==> config.mk <==
export PLATFORM = sky130hd
export DESIGN_NAME = if_stage_pipe_flat
export DESIGN_NICKNAME = d
export VERILOG_FILES = /design/src/rtl/if_stage_pipe_if.sv /design/src/rtl/if_stage_pipe.sv /design/src/flat_wrapper.sv
export SDC_FILE = /design/constraint.sdc
export NUM_CORES = 1
export LEC_CHECK = 0
export BUFFER_PORTS_ARGS = -buffer_cell sky130_fd_sc_hd__buf_2
export CAP_MARGIN = 10
export CORE_UTILIZATION = 40
export CTS_BUF_LIST = sky130_fd_sc_hd__clkbuf_4 sky130_fd_sc_hd__clkbuf_8 sky130_fd_sc_hd__clkbuf_16
export DETAILED_ROUTE_END_ITERATION = 7
export GPL_ROUTABILITY_DRIVEN = 1
export PLACE_DENSITY = 0.7
export SYNTH_ARGS = -nofsm -noshare
export SYNTH_HDL_FRONTEND = slang
export SYNTH_SLANG_ARGS = --single-unit
==> constraint.sdc <==
create_clock -name clk -period 2.1 [get_ports clk]
set_clock_uncertainty 0.05 [all_clocks]
set_input_delay 0.42 -clock clk [delete_from_list [all_inputs] [get_ports clk]]
set_output_delay 0.42 -clock clk [all_outputs]
set_load 0.02 [all_outputs]
==> src/rtl/if_stage_pipe_if.sv <==
// if_stage_pipe_if: bus between the instruction-fetch stage and its surroundings.
// It carries the hazard and redirect inputs, the instruction-memory port and the
// IF/ID register outputs.
//   master (fetch stage): in  freez, branch_taken, branch_addr, imem_rdata
//                         out imem_addr, pc_out, instr_out, valid_out, freez_cnt
//   slave  (environment): the same signals with the directions reversed
interface if_stage_pipe_if #(
  parameter int unsigned ADDR_W = 32
);
  logic              freez;
  logic              branch_taken;
  logic [ADDR_W-1:0] branch_addr;
  logic [ADDR_W-1:0] imem_addr;
  logic [31:0]       imem_rdata;
  logic [ADDR_W-1:0] pc_out;
  logic [31:0]       instr_out;
  logic              valid_out;
  logic [15:0]       freez_cnt;

  modport master (
    input  freez, branch_taken, branch_addr, imem_rdata,
    output imem_addr, pc_out, instr_out, valid_out, freez_cnt
  );

  modport slave (
    output freez, branch_taken, branch_addr, imem_rdata,
    input  imem_addr, pc_out, instr_out, valid_out, freez_cnt
  );
endinterface

==> src/rtl/if_stage_pipe.sv <==
// if_stage_pipe: instruction-fetch stage and IF/ID pipeline register.
// It holds the PC and presents it combinationally as the instruction-memory
// address. Each cycle it captures {instruction, PC+4, valid} into IF/ID.
//   clk   : core clock; all state changes on the rising edge
//   rst   : synchronous reset, active-high; overrides every other input
//   bus   : if_stage_pipe_if.master
//           freez               stall: hold PC and IF/ID, do not sample imem
//           branch_taken/_addr  redirect PC to the word-aligned target, flush IF/ID
//           imem_addr/_rdata    instruction memory, zero-latency read
//           pc_out/instr_out/valid_out  IF/ID register
//           freez_cnt           saturating count of freeze cycles
// Optional feature macro: FREEZ_CNT_EN. When it is defined, freez_cnt counts.
// When it is undefined, freez_cnt is tied to zero.
// Priority at every edge: rst > branch_taken > freez > normal fetch.
module if_stage_pipe #(
  parameter int unsigned       ADDR_W    = 32,
  parameter logic [ADDR_W-1:0] RESET_PC  = '0,
  parameter logic [31:0]       NOP_INSTR = 32'h0000_0000
) (
  input logic             clk,
  input logic             rst,
  if_stage_pipe_if.master bus
);

  logic [ADDR_W-1:0] r_pc;
  logic [ADDR_W-1:0] r_pc_out;
  logic [31:0]       r_instr;
  logic              r_valid;
  logic [ADDR_W-1:0] w_pc_plus4;
  logic [ADDR_W-1:0] w_branch_tgt;

  // The addition wraps modulo 2^ADDR_W, so the address after the top word is 0.
  assign w_pc_plus4   = r_pc + ADDR_W'(4);
  // Clear the low two bits so that the target is word-aligned.
  assign w_branch_tgt = bus.branch_addr & ~ADDR_W'(3);

  always_ff @(posedge clk) begin
    if (rst) begin
      r_pc     <= RESET_PC;
      r_pc_out <= '0;
      r_instr  <= NOP_INSTR;
      r_valid  <= 1'b0;
    end else if (bus.branch_taken) begin
      // The word at the old PC is dropped. IF/ID becomes one bubble.
      r_pc     <= w_branch_tgt;
      r_pc_out <= '0;
      r_instr  <= NOP_INSTR;
      r_valid  <= 1'b0;
    end else if (!bus.freez) begin
      r_pc     <= w_pc_plus4;
      r_pc_out <= w_pc_plus4;
      r_instr  <= bus.imem_rdata;
      r_valid  <= 1'b1;
    end
  end

  assign bus.imem_addr = r_pc;
  assign bus.pc_out    = r_pc_out;
  assign bus.instr_out = r_instr;
  assign bus.valid_out = r_valid;

`ifdef FREEZ_CNT_EN
  logic [15:0] r_freez_cnt;

  // The counter advances only on real stall cycles. A freeze that collides with
  // a branch is overridden and is not counted.
  always_ff @(posedge clk) begin
    if (rst) begin
      r_freez_cnt <= '0;
    end else if (bus.freez && !bus.branch_taken && (r_freez_cnt != '1)) begin
      r_freez_cnt <= r_freez_cnt + 16'd1;
    end
  end

  assign bus.freez_cnt = r_freez_cnt;
`else
  assign bus.freez_cnt = '0;
`endif

endmodule

==> src/flat_wrapper.sv <==
// flat-port wrapper written by rule: the top's interface ports become plain ports
module if_stage_pipe_flat 
#(
  parameter int unsigned       ADDR_W    = 32,
  parameter logic [ADDR_W-1:0] RESET_PC  = '0,
  parameter logic [31:0]       NOP_INSTR = 32'h0000_0000
)
  (clk, rst, bus_freez, bus_branch_taken, bus_branch_addr, bus_imem_rdata, bus_imem_addr, bus_pc_out, bus_instr_out, bus_valid_out, bus_freez_cnt);
  if_stage_pipe_if #(.ADDR_W(ADDR_W)) bus_i ();
  input logic clk;
  input logic rst;
  input wire logic [$bits(bus_i.freez)-1:0] bus_freez;
  input wire logic [$bits(bus_i.branch_taken)-1:0] bus_branch_taken;
  input wire logic [$bits(bus_i.branch_addr)-1:0] bus_branch_addr;
  input wire logic [$bits(bus_i.imem_rdata)-1:0] bus_imem_rdata;
  output wire logic [$bits(bus_i.imem_addr)-1:0] bus_imem_addr;
  output wire logic [$bits(bus_i.pc_out)-1:0] bus_pc_out;
  output wire logic [$bits(bus_i.instr_out)-1:0] bus_instr_out;
  output wire logic [$bits(bus_i.valid_out)-1:0] bus_valid_out;
  output wire logic [$bits(bus_i.freez_cnt)-1:0] bus_freez_cnt;
  assign bus_i.freez = bus_freez;
  assign bus_i.branch_taken = bus_branch_taken;
  assign bus_i.branch_addr = bus_branch_addr;
  assign bus_i.imem_rdata = bus_imem_rdata;
  assign bus_imem_addr = bus_i.imem_addr;
  assign bus_pc_out = bus_i.pc_out;
  assign bus_instr_out = bus_i.instr_out;
  assign bus_valid_out = bus_i.valid_out;
  assign bus_freez_cnt = bus_i.freez_cnt;
  if_stage_pipe #(.ADDR_W(ADDR_W), .RESET_PC(RESET_PC), .NOP_INSTR(NOP_INSTR)) u_core (.clk(clk), .rst(rst), .bus(bus_i));
endmodule
* Yosys cells after proc, flatten, opt, wreduce, memory -nomap -nowiden
Cells that the tools add are included.
** Operators by class
- Reduce and logical (&&, ||, !) cells :: 1
- Shift-type cells :: 0
- Equality and inequality tests :: 1
- Bitwise gates (word level) :: 0
- $lt $le $gt $ge :: 0
- Add/subtract/negate cells :: 1
- Div/mod/pow operators :: 0
- Multipliers :: 0
- Muxes and demuxes :: 2
** Operator list (count)
- $mux W32 :: 2
- $add A32 B3 Y32 const B :: 1
- $ne A2 B1 Y1 const B :: 1
- $reduce_or A2 Y1 :: 1
** Storage, ports and cells
- Register bits after elaboration :: 97
- Memories :: 0
- ROM bits :: 0
- Word-level logic and storage cells :: 10
- Output and inout port bits :: 113
- Input bits :: 68
- Memory bits (writable) :: 0
- Latch bits :: 0

* Depth between registers and ports, before layout
Gate-level depths: netlist of the first run.
- Word-level depth :: 3
- Gate-level depth with buffers :: 7
- Mapped depth without buffers :: 5

* Worst setup path after synthesis of the first run
OpenSTA, ideal clock, no wires.
- Kind :: reg-to-reg
- Start :: register u_core.r_pc[4], in the netlist u_core.bus.imem_addr[4]
- End :: register u_core.r_pc[25], in the netlist u_core.bus.imem_addr[25]
- Stages on the path, launching flop included :: 7
- Path buffers :: 2
- Slack :: -0.168 ns
- Required time :: 1.959 ns
- Arrival :: 2.127 ns
- Period minus slack after synthesis :: 2.268 ns
- Path through :: dfxtp_1 -> buf_2 -> nand4_4 -> or4_1 -> clkbuf_1 -> or4_1 -> a311oi_1
** Between the ends
- Longest elaborated chain between the ends :: 3
** Ends and longest elaborated chain
- start, declared :: RTL line if_stage_pipe.sv:25 : logic [ADDR_W-1:0] r_pc;
- start signal, assigned :: RTL line if_stage_pipe.sv:45 : r_pc <= w_branch_tgt;
- start signal, assigned :: RTL line if_stage_pipe.sv:50 : r_pc <= w_pc_plus4;
- $add A32 B3 Y32 :: RTL line if_stage_pipe.sv:33 : assign w_pc_plus4 = r_pc + ADDR_W'(4);
- $mux W32 :: RTL line if_stage_pipe.sv:49 : end else if (!bus.freez) begin
- $mux W32 :: RTL line if_stage_pipe.sv:43 : end else if (bus.branch_taken) begin
Every way passes these cells. The select of a mux whose other input is x is not followed.
A chain may end at the register's enable or synchronous reset.

* Worst setup path after layout of the first run
- Start :: register u_core.r_pc[23], in the netlist u_core.bus.imem_addr[23]
- End :: register u_core.r_pc[28], in the netlist u_core.bus.imem_addr[28]
Same word-level chain as after synthesis.

==> impl_metrics.toml, run 1 <==
[run_status]
outcome = "finished, final reports clean"

[synth]
seq_area_frac_synth_pct = 40.5
synth_cell_types = 48
ys_warn_count = 0
ys_ff_latch = 93
syn_area_per_cell_um2 = 8.52
syn_area_mm2 = 0.00460
synthCells = 540

[min_path]
min_path_type = "input pin to flop"

[power_and_ir_drop]
leakage_nw = 2.68
peakVddDrop_mv = 0.543
power_density_mw_per_mm2 = 699

[cts]
tritoncts = "yes"
hold_buffers = 0
clk-insertion-delay-late_ns = 0.35
clock_path_buffers = 2
cts_inserted_buffers = 9
clock-sinks = 93
ctsRootBufferMaster = "clkbuf_16"
htree_levels = 3
cts_resized = 2
cts.clk_slew.worst_paths_ns = 0.07
postCtsSetupBuffers = 0

[timing]
fmax_ghz = 0.489
slew_headroom_pct = 63.1
setup_viol = 0
min_period_over_period_pct = 97.4
drv_slew = 0
min_period_ns = 2.05
finalHoldViolCount = 0
tightest_slew_ns = 0.553
rsz0062_at_grt = "true"

[route]
drt_iter0_drc = 273
wl_per_cell_um = 16.4
drc = 0
first_pass_iters = 5
num_vias = 4712
wl_um = 14000
drtAntennaViolNets = 0
via_per_inst = 5.50

[grt]
grt_use_total_pct = 24.3
grt_max_degree = 49
grt_pass1_vias = 4489
grt_pass1_wl_um = 22300
overflow = 0
grt_antenna_before_repair = 0

[floorplan]
die_w_um = 109
dieArea_mm2 = 0.0119
fp.coreArea_mm2 = 0.0110
start_util_pct = 41.7
pin_count = 181
fp.dieH_um = 109
rows = 38

[worst_setup_path]
critPathRequiredTime_ns = 2.32
crit_fanout = 7
worstSetupEndpointType = "flop"
path_class = "flop to flop"
start_kind = "flop"
crit_arrival_ns = 2.26

[layout]
final_core_util_pct = 55.1
final_nets = 781
area_growth_pct = 32.1
instances_no_fill = 857
diodes = 0
drive_gt1_share_pct = 36.0
nFillCells = 1034

[place]
dpl.hpwl_um = 10300
place_inst = 841
portBuffers = 158
place_congestion = 0.889

[flow_run]
drv_cap = 0
synth_stat cells, drive strengths merged:
| library cell | count | area share [%] |
|---|---|---|
| a221oi | 2 | 0.38 |
| o211a | 4 | 0.87 |
| and4b | 1 | 0.22 |
| o31ai | 12 | 2.0 |
| o21bai | 1 | 0.16 |
| conb | 1 | 0.082 |
| clkbuf | 42 | 3.5 |
| o311a | 1 | 0.22 |
| a311oi | 18 | 3.4 |
| nand4 | 12 | 2.4 |
| or3 | 12 | 1.6 |
| o21a | 1 | 0.16 |
| nor3 | 18 | 2.0 |
| and4 | 9 | 1.7 |
| nor4 | 15 | 2.2 |
| buf | 24 | 3.6 |
| a211oi | 12 | 2.0 |
| dfxtp | 93 | 40 |
| a2111oi | 1 | 0.19 |
| or4 | 17 | 2.9 |
| mux2i | 34 | 7.4 |
| xnor2 | 16 | 3.0 |
| nand2 | 21 | 1.7 |
| nand4b | 1 | 0.19 |
| nor2b | 1 | 0.14 |
| a31oi | 6 | 0.82 |
| and3 | 2 | 0.27 |
| or2 | 2 | 0.27 |
| o21ai | 33 | 3.6 |
| xor2 | 3 | 0.57 |
| a31o | 2 | 0.38 |
| inv | 11 | 0.90 |
| nand2b | 4 | 0.54 |
| nor2 | 71 | 5.8 |
| ha | 1 | 0.27 |
| o211ai | 1 | 0.16 |
| nand3 | 13 | 1.4 |
| a21oi | 19 | 2.1 |
| o2111ai | 1 | 0.19 |
| and2 | 2 | 0.27 |
kinds of logic (layout without fill, tap and decap cells):
group | count (synthesis) | after routing | share of synthesized area [%]
AND/OR/NAND/NOR | 201 | 201 | 23.6
AO/OA/AOI/OAI | 114 | 114 | 16.5
flip-flops | 93 | 93 | 40.5
buffers and inverters | 77 | 235 | 8.02
multiplexers | 34 | 34 | 7.40
XOR/XNOR | 19 | 19 | 3.62
adder cells (fa/ha/maj) | 1 | 1 | 0.272
other | 1 | 20 | 0.0815
cell type report:
cell class              count  area [um2]  share of cell area [%]
flip-flops and latches     93        1900                    31.3
inverters                  11        41.3                   0.679
clock inverters             3        15.0                   0.247
well taps                 140         175                    2.88
repair buffers            208        1180                    19.4
clock buffers              13         292                    4.80
multi-input cells         389        2480                    40.7
layout by cell type, fill, tap and decap left out, types with 3 or more instances in the layout:
cell type	netlist	final
a31oi_1	6	6
nand4_1	9	9
clkinv_2	0	3
nor3_1	18	18
inv_1	11	11
a21oi_1	19	19
clkbuf_16	0	10
dfxtp_4	0	6
a211oi_1	12	12
or4_1	16	15
mux2i_1	34	34
clkbuf_8	0	3
nand2_1	21	21
o31ai_1	12	12
xnor2_1	16	16
buf_4	20	49
dfxtp_1	93	75
and4_1	9	9
dfxtp_2	0	12
nor2_1	71	71
a311oi_2	0	3
conb_1	1	20
or3_1	12	12
nand2b_1	4	4
o21ai_0	33	33
nor4_1	14	13
buf_2	1	158
a311oi_1	18	15
xor2_1	3	3
o211a_1	4	4
nand3_1	13	13
worst max-delay path: stages (launching register included):
cell      delay [ns]
dfxtp_4         0.39
nand4_2         0.13
or4_4           0.59
or4_1           0.56
a311oi_2        0.25
state kept, by name, summed over array words and instances (netlist names):
name / count
u_core.bus.instr_out: 32
u_core.bus.valid_out: 1
u_core.bus.imem_addr: 30
u_core.bus.pc_out: 30
final timing paths:
path / start / to / slack (ns) / cells after the start
worst min-delay path: bus_imem_rdata[4] / u_core.bus.instr_out[4] / 0.25 / 3
worst max-delay path: u_core.bus.imem_addr[23] / u_core.bus.imem_addr[28] / 0.05 / 4
worst max register to register: u_core.bus.imem_addr[23] / u_core.bus.imem_addr[28] / 0.05 / 4
worst min register to register: u_core.bus.valid_out / u_core.bus.valid_out / 0.40 / 2
per-stage QoR:
stage	instance area, um2	setup slack, ns	hold slack (ns)	TNS (ns)	power [mW]
5_1_grt	6080	-0.0126	0.259	-0.0126	4.42
2_1_floorplan	4760	0.00632	0.476	0	2.40
4_1_cts	6040	0.0334	0.241	0	4.28
3_5_place_dp	5730	0.00574	0.396	0	2.63
6_report	6080	0.0549	0.251	0	4.25
3_3_place_gp	5730	0.0393	0.384	0	2.61
report_power, final:
group	switching, mW	total, mW	leakage [nW]	internal [mW]
clock	0.688	1.65	0.157	0.966
sequential	0.0626	1.91	0.770	1.85
combinational	0.426	0.686	1.75	0.260
total	1.18	4.25	2.68	3.07
per-layer routing:
| metal | GRT usage (%) | vias to the layer above | part of all wire, % |
|---|---|---|---|
| met5 | 0 | - | 0 |
| met4 | 12.5 | 0 | 2.9 |
| met3 | 5.26 | 31 | 8.8 |
| met2 | 39.2 | 250 | 46 |
| met1 | 30.5 | 2160 | 42 |
| li1 | - | 2271 | - |
(Power assumes the default switching activity.)
==> run 2, diff against run 1 <==
Settings changed: RECOVER_POWER set to 50.
==> run 2 against run 1 <==
Net effect:
- hold slack worse by 0.0018 ns
- non-clock buffer count unchanged
- via count up 0.64%
- maximum frequency about the same
- setup slack better by 0.0018 ns
==> impl_metrics.toml, run 2 (synthesis results as in run 1) <==
[run_status]
outcome = "finished, final reports clean"

[worst_setup_path]
worstSetupEndpointType = "flop"
r2r_end = "u_core.bus.imem_addr[28]"
start_kind = "flop"
ff2ff_setup_slack_ns = 0.06
cp_slowest_cell = "or4_4"
path_class = "flop to flop"
critPathRequiredTime_ns = 2.32
r2r-start = "u_core.bus.imem_addr[23]"
max_stage_delay_ns = 0.59
crit_fanout = 7
reg2regPathDepth = 4
crit_arrival_ns = 2.27
worstPathCellList = "nand4_2 -> or4_4 -> or4_1 -> a311oi_2"

[floorplan]
rows = 38
fp.dieH_um = 109
pin_count = 181
die_w_um = 109
dieArea_mm2 = 0.0119
fp.coreArea_mm2 = 0.0110
start_util_pct = 41.7

[min_path]
hold-path-cell-count = 3
holdPathEnd = "u_core.bus.imem_addr[3]"
min_path_type = "input pin to flop"
hp-start = "bus_branch_addr[3]"

[grt]
grt_pass1_wl_um = 22300
grt_antenna_before_repair = 0
grt_max_degree = 49
grt_pass1_vias = 4489
grt_use_total_pct = 24.3
overflow = 0

[timing]
fmax_ghz = 0.489
slew_headroom_pct = 50.3
min_period_over_period_pct = 97.3
tightest_slew_ns = 0.745
hold_ws_ns = 0.249
drv_slew = 0
min_period_ns = 2.04
finalHoldViolCount = 0
rsz0062_at_grt = "true"
setup_viol = 0

[route]
drt_iter0_drc = 286
wl_per_cell_um = 16.4
drc = 0
wl_um = 14100
route.layer.met1.wl_um = 5970
wl_met2_um = 6610
routed.top_layer = "met4"
first_pass_iters = 4
wl_met3_um = 1170
drtAntennaViolNets = 0
via_per_inst = 5.53
num_vias = 4742

[cts]
clk-insertion-delay-late_ns = 0.36
clock_path_buffers = 2
cts.clk_slew.worst_paths_ns = 0.07
hold_buffers = 0
cts_inserted_buffers = 9
cts_resized = 2
ctsRootBufferMaster = "clkbuf_16"
htree_levels = 3
clock-sinks = 93
postCtsSetupBuffers = 0
tritoncts = "yes"

[flow_run]
drv_cap = 0

[power_and_ir_drop]
power_density_mw_per_mm2 = 711
leakage_nw = 2.35
peakVddDrop_mv = 0.546

[layout]
instances_no_fill = 857
final_common_cell = "clkbuf_1"
multi_input_area_mm2 = 0.00248
seqCellArea_mm2 = 0.00190
diodes = 0
nFillCells = 1078
final_nets = 781
largest_reg_flops = 32
drive_gt1_share_pct = 24.5
area_growth_pct = 29.8
final_cell_mix = "82 x clkbuf_1, 76 x buf_2, 75 x dfxtp_1"
final_core_util_pct = 54.1

[place]
place_congestion = 0.889
dpl.hpwl_um = 10300
place_inst = 841
portBuffers = 158
run 2: critical path: cells and delay by family (launching register included):
family | cells | cell delay (ns)
simple gates | 3 | 1.28
flops | 1 | 0.39
compound gates | 1 | 0.25
run 2: worst max path at each step:
| stage | endpoint | from | slack (ns) |
|---|---|---|---|
| floorplan | u_core.bus.imem_addr[30] | u_core.bus.imem_addr[20] | 0.006 |
| global placement | u_core.bus.imem_addr[25] | u_core.bus.imem_addr[15] | 0.04 |
| detailed placement | u_core.bus.imem_addr[25] | u_core.bus.imem_addr[15] | 0.006 |
| CTS | u_core.bus.imem_addr[28] | u_core.bus.imem_addr[23] | 0.03 |
| global route | u_core.bus.imem_addr[28] | u_core.bus.imem_addr[23] | -0.01 |
| finish | u_core.bus.imem_addr[28] | u_core.bus.imem_addr[23] | 0.06 |
run 2: final cells by class:
cell class                 instances  share of cell area (%)
timing repair buffer             208                    18.0
clock buffer                      13                    4.88
multi-input combinational        389                    41.5
sequential                        93                    31.8
tap                              140                    2.93
inverter                          11                   0.691
clock inverter                     3                   0.251
run 2: routing by layer:
layer	up-vias	track usage, %
met4	0	12.5
met5	-	0
met1	2197	30.5
met3	26	5.26
met2	239	39.2
li1	2280	-
run 2: per-stage QoR:
stage | total power [mW] | setup slack (ns) | area (um2) | setup TNS, ns
after floorplan | 2.40 | 0.00632 | 4760 | 0
after global placement | 2.61 | 0.0393 | 5730 | 0
after detailed placement | 2.63 | 0.00574 | 5730 | 0
after CTS | 4.28 | 0.0334 | 6040 | 0
after global routing | 4.40 | -0.0126 | 5970 | -0.0126
final | 4.24 | 0.0566 | 5970 | 0
run 2: where the power goes:
group          switching [mW]  internal [mW]
Clock                   0.698          0.966
Sequential             0.0641           1.85
Combinational           0.426          0.241
==> run 3, diff against run 2 <==
Settings changed: CORE_UTILIZATION 40 to 49, PLACE_DENSITY 0.7 to 0.8.
Clock period 2.1 ns to 2.3 ns, I/O delays scaled along.
==> run 3 against run 2 <==
Net effect:
- setup slack gained 0.048 ns
- non-clock buffer count is 8 lower
- clock power down 31%
- hold slack improved by 0.0060 ns
- sequential cell count unchanged
- highest routed layer unchanged
- combinational power fell by 9.1%
- critical endpoint is now u_core.bus.imem_addr[23]
==> impl_metrics.toml, run 3 (synthesis results as in run 1) <==
[run_status]
outcome = "finished, final reports clean"

[place]
dpl.hpwl_um = 9810
portBuffers = 158
place_congestion = 0.880

[timing]
min_period_over_period_pct = 95.5
min_period_ns = 2.20
finalHoldViolCount = 0
setup_tns_ns = 0
drv_slew = 0
tightest_slew_ns = 0.969
rsz0062_at_grt = "false"
slew_headroom_pct = 35.4
fmax_ghz = 0.455
setup_viol = 0

[worst_setup_path]
r2r_end = "u_core.bus.imem_addr[23]"
critPathRequiredTime_ns = 2.53
reg2regPathDepth = 4
ff2ff_setup_slack_ns = 0.10
start_kind = "flop"
cpMostUsedCell = "or4_1"
worstPathCellList = "nand4_4 -> or4_1 -> or4_1 -> a311oi_1"
crit_arrival_ns = 2.43
path_class = "flop to flop"
r2r-start = "u_core.bus.imem_addr[3]"
max_stage_delay_ns = 0.69
cp_slowest_cell = "or4_1"
critPathTopFamily = "simple AND/OR/NAND/NOR gates"
crit_fanout = 8
crit_buf_inv = 0
worstSetupEndpointType = "flop"

[floorplan]
die_w_um = 98.9
pin_count = 181
dieArea_mm2 = 0.00978
start_util_pct = 51.7
fp.coreArea_mm2 = 0.00889
fp.dieH_um = 98.9
rows = 34

[grt]
grt_pass1_wl_um = 21200
grt_pass1_vias = 4368
grt_max_degree = 69
grt_antenna_before_repair = 0
grt_use_total_pct = 26.9
overflow = 0

[cts]
postCtsSetupBuffers = 0
clk-insertion-delay-late_ns = 0.37
clock_path_buffers = 2
htree_levels = 3
clock-sinks = 93
cts_inserted_buffers = 9
ctsRootBufferMaster = "clkbuf_8"
cts.clk_slew.worst_paths_ns = 0.12
tritoncts = "yes"

[route]
first_pass_iters = 4
drt_iter0_drc = 303
via_per_inst = 5.86
drtAntennaViolNets = 0
drc = 0
num_vias = 4785
wl_per_cell_um = 16.4
wl_um = 13400

[min_path]
min_path_type = "input pin to flop"
hold-path-cell-count = 3
holdPathEnd = "u_core.bus.instr_out[16]"
hp-start = "bus_imem_rdata[16]"

[power_and_ir_drop]
leakage_nw = 2.36
power_density_mw_per_mm2 = 608
peakVddDrop_mv = 0.395

[layout]
nFillCells = 803
final_cell_mix = "104 x buf_2, 92 x dfxtp_1, 71 x nor2_1"
final_common_cell = "buf_2"
area_growth_pct = 24.9
final_nets = 773
drive_gt1_share_pct = 24.3
final_core_util_pct = 64.6
diodes = 0
largest_reg_flops = 32

[flow_run]
drv_cap = 0
## run 3: cell types whose count changed in the layout (fill, tap and decap cells not counted), moves of 8 or more
cell,before,now
dfxtp_1,75,92
buf_4,48,40
dfxtp_2,12,1
buf_2,76,104
clkbuf_1,82,54
clkbuf_16,10,0
## run 3: metrics by stage
stage | total power [mW] | cells | setup WS (ns) | hold slack [ns] | instance area (um2)
after detailed placement | 2.39 | 801 | 0.112 | 0.408 | 5610
after global placement | 2.37 | 801 | 0.166 | 0.385 | 5610
after floorplan | 2.17 | 559 | 0.0322 | 0.476 | 4670
final | 3.49 | 817 | 0.104 | 0.255 | 5740
after CTS | 3.50 | 817 | 0.0897 | 0.248 | 5820
after global routing | 3.63 | 817 | 0.0132 | 0.248 | 5740
## run 3: worst max-delay path by stage
stage / slack [ns] / to / start / depth (start not counted)
4_1_cts: 0.09 / u_core.bus.imem_addr[23] / u_core.bus.imem_addr[2] / 4
3_3_place_gp: 0.17 / u_core.bus.imem_addr[25] / u_core.bus.imem_addr[2] / 4
3_5_place_dp: 0.11 / u_core.bus.imem_addr[23] / u_core.bus.imem_addr[2] / 4
2_1_floorplan: 0.03 / u_core.bus.imem_addr[25] / u_core.bus.imem_addr[4] / 6
5_1_grt: 0.01 / u_core.bus.imem_addr[23] / u_core.bus.imem_addr[3] / 4
6_report: 0.10 / u_core.bus.imem_addr[23] / u_core.bus.imem_addr[3] / 4
## run 3: cell type report
cell class                 count  area [um2]  share of cell area [%]
clock buffer                   9         124                    2.16
multi-input combinational    389        2440                    42.5
tap                          108         135                    2.35
sequential                    93        1860                    32.4
inverter                      11        41.3                   0.719
clock inverter                 7        88.8                    1.55
timing repair buffer         200        1050                    18.3
## run 3: worst register-to-register path, cell delays in order (launching register included)
cell and delay (ns):
dfxtp_1 0.47, nand4_4 0.13, or4_1 0.69, or4_1 0.52, a311oi_1 0.25
## run 3: metal layers
layer	vias to the layer above	wire length, um	GRT usage (%)
li1	2266	-	-
met1	2242	5310	34.0
met2	251	6750	45.8
met3	26	1170	6.31
met4	0	187	7.81
met5	-	0	0
## run 3: report_power, final
| group | switching (mW) | internal [mW] | leakage, nW |
|---|---|---|---|
| Combinational | 0.383 | 0.224 | 1.49 |
| Sequential | 0.0574 | 1.69 | 0.763 |
| Clock | 0.699 | 0.442 | 0.106 |
## run 3: what timing repair did
| action | CTS | global route |
|---|---|---|
| hold buffers | 0 | 0 |
| endpoints found under the setup margin | 0 | 6 |
| gates resized for setup | 0 | 1 |
